`src/rtl/sdram_arbiter_if.sv`:
```
// rtl/sdram_arbiter_if.sv - SDRAM controller command/beat port shared by arbiter and controller
interface sdram_arbiter_if;
    logic [1:0]  sdr_cmd;
    logic [17:0] sdr_addr;
    logic [1:0]  sdr_ack;
    logic        sdr_rd_valid;
    logic        sdr_wr_valid;
    logic [15:0] sdr_dout;

    modport master (
        output sdr_cmd,
        output sdr_addr,
        input  sdr_ack,
        input  sdr_rd_valid,
        input  sdr_wr_valid,
        input  sdr_dout
    );

    modport slave (
        input  sdr_cmd,
        input  sdr_addr,
        output sdr_ack,
        output sdr_rd_valid,
        output sdr_wr_valid,
        output sdr_dout
    );
endinterface

```
`src/rtl/sdram_arbiter.sv`:
```
// rtl/sdram_arbiter.sv - one-burst-at-a-time SDRAM port scheduler for video refill, write-back and line fill
module sdram_arbiter #(
    parameter logic [14:0] VID_BASE    = 15'h6FF8,
    parameter int          VID_BLOCKS  = 3072,
    parameter int          CACHE_BEATS = 128,
    parameter int          VID_BEATS   = 16
) (
    input  logic                  clk,
    input  logic                  rst,
    input  logic                  vid_low,
    input  logic                  wb_req,
    input  logic                  fill_req,
    input  logic [11:0]           wb_line,
    input  logic [11:0]           fill_line,
    input  logic                  frame_start,
    sdram_arbiter_if.master       sdr,
    output logic                  cache_we,
    output logic                  cache_re,
    output logic [31:0]           vq_data,
    output logic                  vq_we,
    output logic                  busy
);

    localparam logic [1:0] ST_IDLE = 2'd0;
    localparam logic [1:0] ST_CMD  = 2'd1;
    localparam logic [1:0] ST_DATA = 2'd2;

    localparam logic [1:0] CMD_NOP   = 2'b00;
    localparam logic [1:0] CMD_WR    = 2'b01;
    localparam logic [1:0] CMD_RD32  = 2'b10;
    localparam logic [1:0] CMD_RD256 = 2'b11;

    localparam logic [11:0] PTR_LAST   = 12'(VID_BLOCKS - 1);
    localparam logic [7:0]  CACHE_LAST = 8'(CACHE_BEATS - 1);
    localparam logic [7:0]  VID_LAST   = 8'(VID_BEATS - 1);

    logic [1:0]  state;
    logic [1:0]  op;
    logic [7:0]  cnt;
    logic [11:0] ptr;
    logic        pend;
    logic        phase;
    logic [15:0] low_half;

    logic [11:0] ptr_eff;
    logic [14:0] vid_block;
    logic [17:0] vid_addr;
    logic        in_data;
    logic        rd_beat;
    logic        wr_beat;
    logic        beat;
    logic [7:0]  beat_last;
    logic        accept;

    // A pending frame restart takes effect before this IDLE cycle's grant.
    assign ptr_eff   = pend ? 12'd0 : ptr;
    assign vid_block = VID_BASE + {3'b000, ~ptr_eff[11:2], ptr_eff[1:0]};
    assign vid_addr  = {vid_block, 3'b000};

    assign in_data   = (state == ST_DATA);
    assign rd_beat   = in_data & sdr.sdr_rd_valid;
    assign wr_beat   = in_data & sdr.sdr_wr_valid;
    assign beat      = (op == CMD_WR) ? wr_beat : rd_beat;
    assign beat_last = (op == CMD_RD32) ? VID_LAST : CACHE_LAST;
    assign accept    = (state == ST_CMD) && (sdr.sdr_ack != 2'b00);

    assign cache_we  = rd_beat & (op == CMD_RD256);
    assign cache_re  = wr_beat & (op == CMD_WR);
    assign busy      = (state != ST_IDLE);

    always_ff @(posedge clk or negedge rst) begin
        if (!rst) begin
            state        <= ST_IDLE;
            op           <= CMD_NOP;
            cnt          <= 8'd0;
            sdr.sdr_cmd  <= CMD_NOP;
            sdr.sdr_addr <= 18'd0;
        end else begin
            case (state)
                ST_IDLE: begin
                    // Write-back outranks fill so a dirty victim leaves before its line is refilled.
                    if (vid_low) begin
                        op           <= CMD_RD32;
                        sdr.sdr_cmd  <= CMD_RD32;
                        sdr.sdr_addr <= vid_addr;
                        state        <= ST_CMD;
                    end else if (wb_req) begin
                        op           <= CMD_WR;
                        sdr.sdr_cmd  <= CMD_WR;
                        sdr.sdr_addr <= {wb_line, 6'b000000};
                        state        <= ST_CMD;
                    end else if (fill_req) begin
                        op           <= CMD_RD256;
                        sdr.sdr_cmd  <= CMD_RD256;
                        sdr.sdr_addr <= {fill_line, 6'b000000};
                        state        <= ST_CMD;
                    end else begin
                        sdr.sdr_cmd  <= CMD_NOP;
                    end
                end
                ST_CMD: begin
                    if (accept) begin
                        sdr.sdr_cmd <= CMD_NOP;
                        cnt         <= 8'd0;
                        state       <= ST_DATA;
                    end
                end
                ST_DATA: begin
                    if (beat) begin
                        cnt <= cnt + 8'd1;
                        if (cnt == beat_last) begin
                            state <= ST_IDLE;
                        end
                    end
                end
                default: begin
                    state       <= ST_IDLE;
                    sdr.sdr_cmd <= CMD_NOP;
                end
            endcase
        end
    end

    always_ff @(posedge clk or negedge rst) begin
        if (!rst) begin
            ptr  <= 12'd0;
            pend <= 1'b0;
        end else begin
            pend <= frame_start | (pend & (state != ST_IDLE));
            if ((state == ST_IDLE) && pend) begin
                ptr <= 12'd0;
            end else if (accept && (op == CMD_RD32)) begin
                ptr <= (ptr == PTR_LAST) ? 12'd0 : ptr + 12'd1;
            end
        end
    end

    // Video beats pair up little-end first; the odd beat completes a 32-bit word.
    always_ff @(posedge clk or negedge rst) begin
        if (!rst) begin
            phase    <= 1'b0;
            low_half <= 16'd0;
            vq_data  <= 32'd0;
            vq_we    <= 1'b0;
        end else begin
            vq_we <= 1'b0;
            if (accept) begin
                phase <= 1'b0;
            end else if (rd_beat && (op == CMD_RD32)) begin
                if (!phase) begin
                    low_half <= sdr.sdr_dout;
                end else begin
                    vq_data <= {sdr.sdr_dout, low_half};
                    vq_we   <= 1'b1;
                end
                phase <= ~phase;
            end
        end
    end

endmodule

```
`src/flat_wrapper.sv`:
```
// flat-port wrapper written by rule: the top's interface ports become plain ports
module sdram_arbiter_flat 
#(
    parameter logic [14:0] VID_BASE    = 15'h6FF8,
    parameter int          VID_BLOCKS  = 3072,
    parameter int          CACHE_BEATS = 128,
    parameter int          VID_BEATS   = 16
)
  (clk, rst, vid_low, wb_req, fill_req, wb_line, fill_line, frame_start, cache_we, cache_re, vq_data, vq_we, busy, sdr_sdr_cmd, sdr_sdr_addr, sdr_sdr_ack, sdr_sdr_rd_valid, sdr_sdr_wr_valid, sdr_sdr_dout);
  sdram_arbiter_if sdr_i ();
  input  logic clk;
  input  logic rst;
  input  logic vid_low;
  input  logic wb_req;
  input  logic fill_req;
  input  logic [11:0] wb_line;
  input  logic [11:0] fill_line;
  input  logic frame_start;
  output logic cache_we;
  output logic cache_re;
  output logic [31:0] vq_data;
  output logic vq_we;
  output logic busy;
  output wire logic [$bits(sdr_i.sdr_cmd)-1:0] sdr_sdr_cmd;
  output wire logic [$bits(sdr_i.sdr_addr)-1:0] sdr_sdr_addr;
  input wire logic [$bits(sdr_i.sdr_ack)-1:0] sdr_sdr_ack;
  input wire logic [$bits(sdr_i.sdr_rd_valid)-1:0] sdr_sdr_rd_valid;
  input wire logic [$bits(sdr_i.sdr_wr_valid)-1:0] sdr_sdr_wr_valid;
  input wire logic [$bits(sdr_i.sdr_dout)-1:0] sdr_sdr_dout;
  assign sdr_sdr_cmd = sdr_i.sdr_cmd;
  assign sdr_sdr_addr = sdr_i.sdr_addr;
  assign sdr_i.sdr_ack = sdr_sdr_ack;
  assign sdr_i.sdr_rd_valid = sdr_sdr_rd_valid;
  assign sdr_i.sdr_wr_valid = sdr_sdr_wr_valid;
  assign sdr_i.sdr_dout = sdr_sdr_dout;
  sdram_arbiter #(.VID_BASE(VID_BASE), .VID_BLOCKS(VID_BLOCKS), .CACHE_BEATS(CACHE_BEATS), .VID_BEATS(VID_BEATS)) u_core (.clk(clk), .rst(rst), .vid_low(vid_low), .wb_req(wb_req), .fill_req(fill_req), .wb_line(wb_line), .fill_line(fill_line), .frame_start(frame_start), .sdr(sdr_i), .cache_we(cache_we), .cache_re(cache_re), .vq_data(vq_data), .vq_we(vq_we), .busy(busy));
endmodule
```
`config.mk`:
```
export PLATFORM = sky130hd
export DESIGN_NAME = sdram_arbiter_flat
export DESIGN_NICKNAME = d
export VERILOG_FILES = /design/src/rtl/sdram_arbiter_if.sv /design/src/rtl/sdram_arbiter.sv /design/src/flat_wrapper.sv
export SDC_FILE = /design/constraint.sdc
export NUM_CORES = 1
export LEC_CHECK = 0
export ABC_AREA = 0
export CAP_MARGIN = 20
export CELL_PAD_IN_SITES_DETAIL_PLACEMENT = 0
export CELL_PAD_IN_SITES_GLOBAL_PLACEMENT = 1
export CORE_MARGIN = 3
export CORE_UTILIZATION = 35
export DETAILED_ROUTE_END_ITERATION = 16
export PLACE_DENSITY = 0.73
export RECOVER_POWER = 100
export SETUP_SLACK_MARGIN = 0.4
export SLEW_MARGIN = 25
export SYNTH_ARGS = -nofsm -noshare
export SYNTH_HDL_FRONTEND = slang
export SYNTH_SLANG_ARGS = --single-unit
```
`constraint.sdc`:
```
create_clock -name clk -period 1.9 [get_ports clk]
set_input_delay 0.285 -clock clk [delete_from_list [all_inputs] [get_ports clk]]
set_output_delay 0.285 -clock clk [all_outputs]
set_load 0.01 [all_outputs]
```
Word level (Yosys, flattened, before mapping)
Cells that the tools add are included.
{ "classes": {"eq_ne": 11, "mux": 32, "n_bitwise": 10, "n_reduce_logical": 17, "add_sub_neg": 3} }
{ "op_table": {"columns": ["operator", "count"], "rows": [
  ["2-to-1 mux 18 bit", 3],
  ["2-to-1 mux 12 bit", 4],
  ["2-to-1 mux 2 bit", 13],
  ["2-to-1 mux 8 bit", 2],
  ["case mux 8 bit (2 select lines)", 1],
  ["adder 14 x 13 -> 15 bit, first input constant", 1],
  ["adder 12 x 1 -> 12 bit, second input constant", 1],
  ["== test 12 bit, second input constant", 1],
  ["case mux 2 bit (3 select lines)", 2],
  ["inverter 10 bit", 1],
  ["nonzero test 2 bit", 5],
  ["AND reduction 3 bit", 3],
  ["adder 8 x 1 -> 8 bit, second input constant", 1],
  ["== test 8 bit", 1],
  ["2-to-1 mux 7 bit", 1],
  ["== test 2 bit, second input constant", 3],
  ["2-to-1 mux 1 bit", 6],
  ["AND 1 bit", 5],
  ["== test 2 x 1 -> 1 bit, second input constant", 2],
  ["logical AND 1 bit", 4],
  ["!= test 2 bit, second input constant", 2],
  ["!= test 4 bit, second input constant", 1],
  ["AND reduction 2 bit", 2],
  ["AND reduction 4 bit", 1],
  ["other kinds (5)", 7]
]} }
{ "totals": {"input_bits": 50, "ff_bits": 95, "elab_cells": 84, "out_inout_bits": 56} }

Depth between registers and ports, before layout
{ "depth": {"word_depth": 6, "ltp_mapped": 8, "depth_no_buf": 7} }

Least setup slack after synthesis
No wires, ideal clock.
{ "synth_timing": {"path_kind": "register to register", "startpoint": "register u_core.state[0]", "endpoint": "register u_core.low_half[10]", "t_required_ps": 1775, "setup_ps": 125, "setup_slack_ps": -48, "synth_period_minus_slack_ps": 1948, "path_stages_with_launch": 8, "arrival_time_ps": 1823, "n_path_buf": 2, "cell_sequence": "dfrtp_1 inv_1 ha_1 buf_2 nand4b_1 nor3_4 buf_4 mux2_2"} }
{ "synth_between": {"elab_chain_cells": 4, "word_cells_on_any_way": 7, "cone_classes": "eq/ne (2); bitwise (2); reduce/logical (3)"} }
{ "synth_lines": {"columns": ["element", "line_no", "source"], "rows": [
  ["start, declared", "sdram_arbiter.sv:37", "logic [1:0] state;"],
  ["start signal, assigned", "sdram_arbiter.sv:73", "state <= ST_IDLE;"],
  ["start signal, assigned", "sdram_arbiter.sv:86", "state <= ST_CMD;"],
  ["start signal, assigned", "sdram_arbiter.sv:91", "state <= ST_CMD;"],
  ["== test 2 bit / == test 2 x 1 -> 1 bit (equally long branches)", "sdram_arbiter.sv:60, sdram_arbiter.sv:65", null],
  ["AND 1 bit / logical AND 1 bit (equally long branches)", "sdram_arbiter.sv:61, sdram_arbiter.sv:65", null],
  ["logical AND 1 bit / inverter 1 bit (equally long branches)", null, null],
  ["AND reduction 3 bit (no line) (*)", null, null],
  ["end signal, assigned", "sdram_arbiter.sv:151", "low_half <= sdr.sdr_dout;"],
  ["end, declared", "sdram_arbiter.sv:43", "logic [15:0] low_half;"]
]} }
Mark *: on every way between the ends. The rest lies on a longest branch, timed or not.
A chain may end at the register's enable or synchronous reset.

Final worst setup path
{ "layout_timing": {"startpoint": "register u_core.state[1]", "endpoint": "register u_core.state[0]"} }
{ "layout_between": {"elab_chain_cells": 5, "word_cells_on_any_way": 13, "cone_classes": "eq/ne (6); mux (2); bitwise (2); reduce/logical (3)"} }
{ "layout_lines": {"columns": ["element", "line_no", "source"], "rows": [
  ["== test 2 bit", "sdram_arbiter.sv:60, sdram_arbiter.sv:79", null],
  ["AND 1 bit (on tied branches)", "sdram_arbiter.sv:61, sdram_arbiter.sv:62", null],
  ["2-to-1 mux 1 bit", "sdram_arbiter.sv:63", "assign beat = (op == CMD_WR) ? wr_beat : rd_beat;"],
  ["!= test 2 bit (no line)", null, null],
  ["AND reduction 4 bit (no line)", null, null]
]} }
Several ways; a longest one is shown, not always the timed one.

==> qor.yml <==
synth_edf_count: 0
die_w_um: 118
route.vias.total: 3783
synthArstFlopShare_pct: 100
p_comb_share_pct: 45.4
cpMostUsedCell: "buf_6"
avgSynthCellArea_um2: 11.1
ir_worst_vdd_v: 0.000534
worst_ep_required_time_ps: 2140
path_buf_inv: 3
p_leak_nw: 3.24
grt-ovfl-total: 0
start_util_pct: 36.3
synth_area_mm2: 0.00442
dr.pass1.iters: 4
rows: 40
maxCapViolCount: 0
tightest_slew_ps: 730
dpl_worst_slack_ps: -95.9
status: "finished with violations"
placeableCoreArea_mm2: 0.0122
n_antenna_cell: 0
area_growth_pct: 56.8
drcViolationCount: 0
ys_seq_area_share_pct: 52.1
ys_seq_elements: 92
syn_inst: 397
cp-start-kind: "flip-flop"
p_clk_share_pct: 21.3
port_buffers: 102
synth_area_leaders: "dfrtp_1 (52%), mux2_2 (14%), o21ai_0 (3.3%)"
die_y_um: 118
clk_latency_ps: 350
clock_skew_ps: 9.48
cts_buffers: 9
synth_top_cell_by_area: "dfrtp_1"
ios: 106
cts_root_buffer: "clkbuf_16"
layout-drive-gt1-share_pct: 38.9
crit_path_max_incr_delay_ps: 430
power_mw: 8.79
violations: "setup timing"
dp_hpwl_um: 8280
grt_pass1_vias: 3731
timing.fmax_mhz: 517
final.period_utilization_pct: 102
antenna_found_initial: 0
maxSlewViolCount: 0
tritoncts: "yes"
drtAntennaViolNets: 0
synth_top_area_share_pct: 52.1
p_seq_share_pct: 33.4
fin_hold_ws_ps: 481
synth-warning-count: 0
setup_viol: 19
worst_slack_ps: -32.8
cell_internal_pwr_mw: 5.81
cp.arrival_ps: 2170
htreeDepth: 3
yosysUniqueCellTypes: 54
path_clk_slew_ps: 70
crit_slowest_cell: "a2111o_1"
min_path_type: "flip-flop to flip-flop"
utilization_pct: 57.0
fillerInstances: 1061
fin_area_mm2: 0.00693
finalNetCount: 620
clkSinkCount: 92
post_dp_cell_area_mm2: 0.00590
routabilityCongestion: 0.796
critPathTopFamily: "compound AO/OA/AOI/OAI gates"
vias_per_cell: 5.14
endpoint_kind: "flip-flop"
powerDensity_mw_per_mm2: 1270
switching_share_pct: 33.9
grt_max_degree: 34
clk_path_buf_depth: 2
finalCriticalPeriod_ps: 1930
r2r_setup_slack_ps: -30
ys.flop_type: "dfrtp_1"
cp_max_fo: 4
slew_headroom_pct: 51.4
gr-usage-all-layers_pct: 17.3
drt_iter0_drc: 222
rsz0062_at_grt: "true"
crit_path_cell_trace: "buf_6 > ha_4 > buf_6 > buf_4 > and2_1 > a2111o_1 > mux2_2"
wl_per_cell_um: 17.1
worst-setup-path-type: "flip-flop to flip-flop"
drt_wl_total_um: 12600
grt_pass1_wl_um: 19500
netSwitchingPower_mw: 2.98
fp.dieArea_mm2: 0.0140
hold_violations: 0
[worst register-to-register path, stage by stage (launching register included)]
cell and delay [ps]:
dfrtp_1 420, buf_6 140, ha_4 150, buf_6 120, buf_4 130, and2_1 140, a2111o_1 430, mux2_2 290
[cells by family after synthesis]
| group | synth area share [%] |
|---|---|
| compound gates | 12.5 |
| flops | 52.1 |
| buf+inv | 3.45 |
| simple gates | 13.6 |
| fa+ha+maj | 1.98 |
| mux | 14.7 |
| other cells | 0.0849 |
| xor+xnor | 1.59 |
[path summary, 6_finish.rpt]
check,to,from,cells after the start
setup / recovery,u_core.state[0],u_core.state[1],7
hold / removal,u_core.sdr.sdr_addr[4],u_core.sdr.sdr_addr[4],2
setup reg to reg,u_core.state[0],u_core.state[1],7
hold reg to reg,u_core.sdr.sdr_addr[4],u_core.sdr.sdr_addr[4],2
max in group asynchronous,u_core.pend,rst,3
min in group asynchronous,u_core.vq_data[28],rst,2
[placed cells by master (no fill, tap or decap), types with 6 or more instances in the layout]
cell,count
o21ai_0,13
clkbuf_16,9
o21ai_2,10
nand2_1,22
nor2b_1,9
a21oi_1,9
buf_6,23
mux2_2,37
clkdlybuf4s50_1,48
nor2_1,9
nand4_1,6
dfrtp_1,87
o21ai_1,6
or3_1,6
inv_1,7
dlygate4sd2_1,50
a21oi_2,10
nand2_2,12
buf_4,41
o31ai_1,6
nand3_1,9
mux2_4,18
[cell usage after synthesis (3+ instances only)]
cell type,n
dfrtp_1,92
mux2_2,55
nand2_1,34
o21ai_0,29
a21oi_1,19
inv_1,12
nand3_1,12
nor2_1,10
nor2b_1,10
o31ai_1,10
clkbuf_1,9
buf_2,7
ha_1,7
nand4_1,6
or3_1,6
a211oi_1,5
nand2b_1,5
and2_1,4
buf_4,4
nor4_1,4
or4_1,4
xnor2_1,4
xor2_1,4
a21o_1,3
mux2i_1,3
nor3_1,3
[state kept, by name, summed over array words and instances, names as in the netlist]
| signal | cells |
|---|---|
| u_core.low_half | 16 |
| u_core.vq_data | 32 |
| u_core.vq_we | 1 |
| u_core.cnt | 8 |
| u_core.ptr | 12 |
| u_core.phase | 1 |
| u_core.sdr.sdr_addr | 15 |
| u_core.pend | 1 |
| u_core.state | 2 |
| u_core.op | 2 |
| u_core.sdr.sdr_cmd | 2 |
[routing by layer]
layer / GRT usage, % / vias to the layer above / routed length [um]
met1: 24.0 / 1876 / 5610
met5: 0 / - / 0
li1: - / 1782 / -
met4: 6.89 / 0 / 283
met3: 2.78 / 19 / 596
met2: 27.0 / 106 / 6130
[through the flow]
step,TNS (ps),cells
after floorplan,0,399
after global placement,-1700,680
after detailed placement,-2280,680
after CTS,0,724
after global routing,-2280,736
final,-338,736
[power groups by stage]
stage               Combinational (mW)  Sequential (mW)  Clock [mW]
floorplan                         1.33             3.03           0
global placement                  2.90             2.91           0
detailed placement                2.95             2.94           0
CTS                               3.39             2.90        1.90
global route                      4.27             3.01        1.99
finish                            3.99             2.93        1.87
[what timing repair did]
action / in CTS / in global routing
buffers inserted: 25 / 10
endpoints found under the setup margin: 139 / 94
pin swaps: 9 / 27
endpoints found under the hold margin: 28 / 0
hold buffers: 1 / 0
resized for setup: 114 / 84
cloned: 2 / 2
[cell type report]
cell class                 count  area (um2)  share of cell area, %
clock inverter                 7        81.3                   1.17
sequential                    92        2310                   33.3
clock buffer                   9         225                   3.25
multi-input combinational    273        2390                   34.5
tap                          168         210                   3.03
timing repair buffer         175        1660                   23.9
inverter                      12        52.6                  0.758
Note: power is estimated with default switching activity, not from simulation.
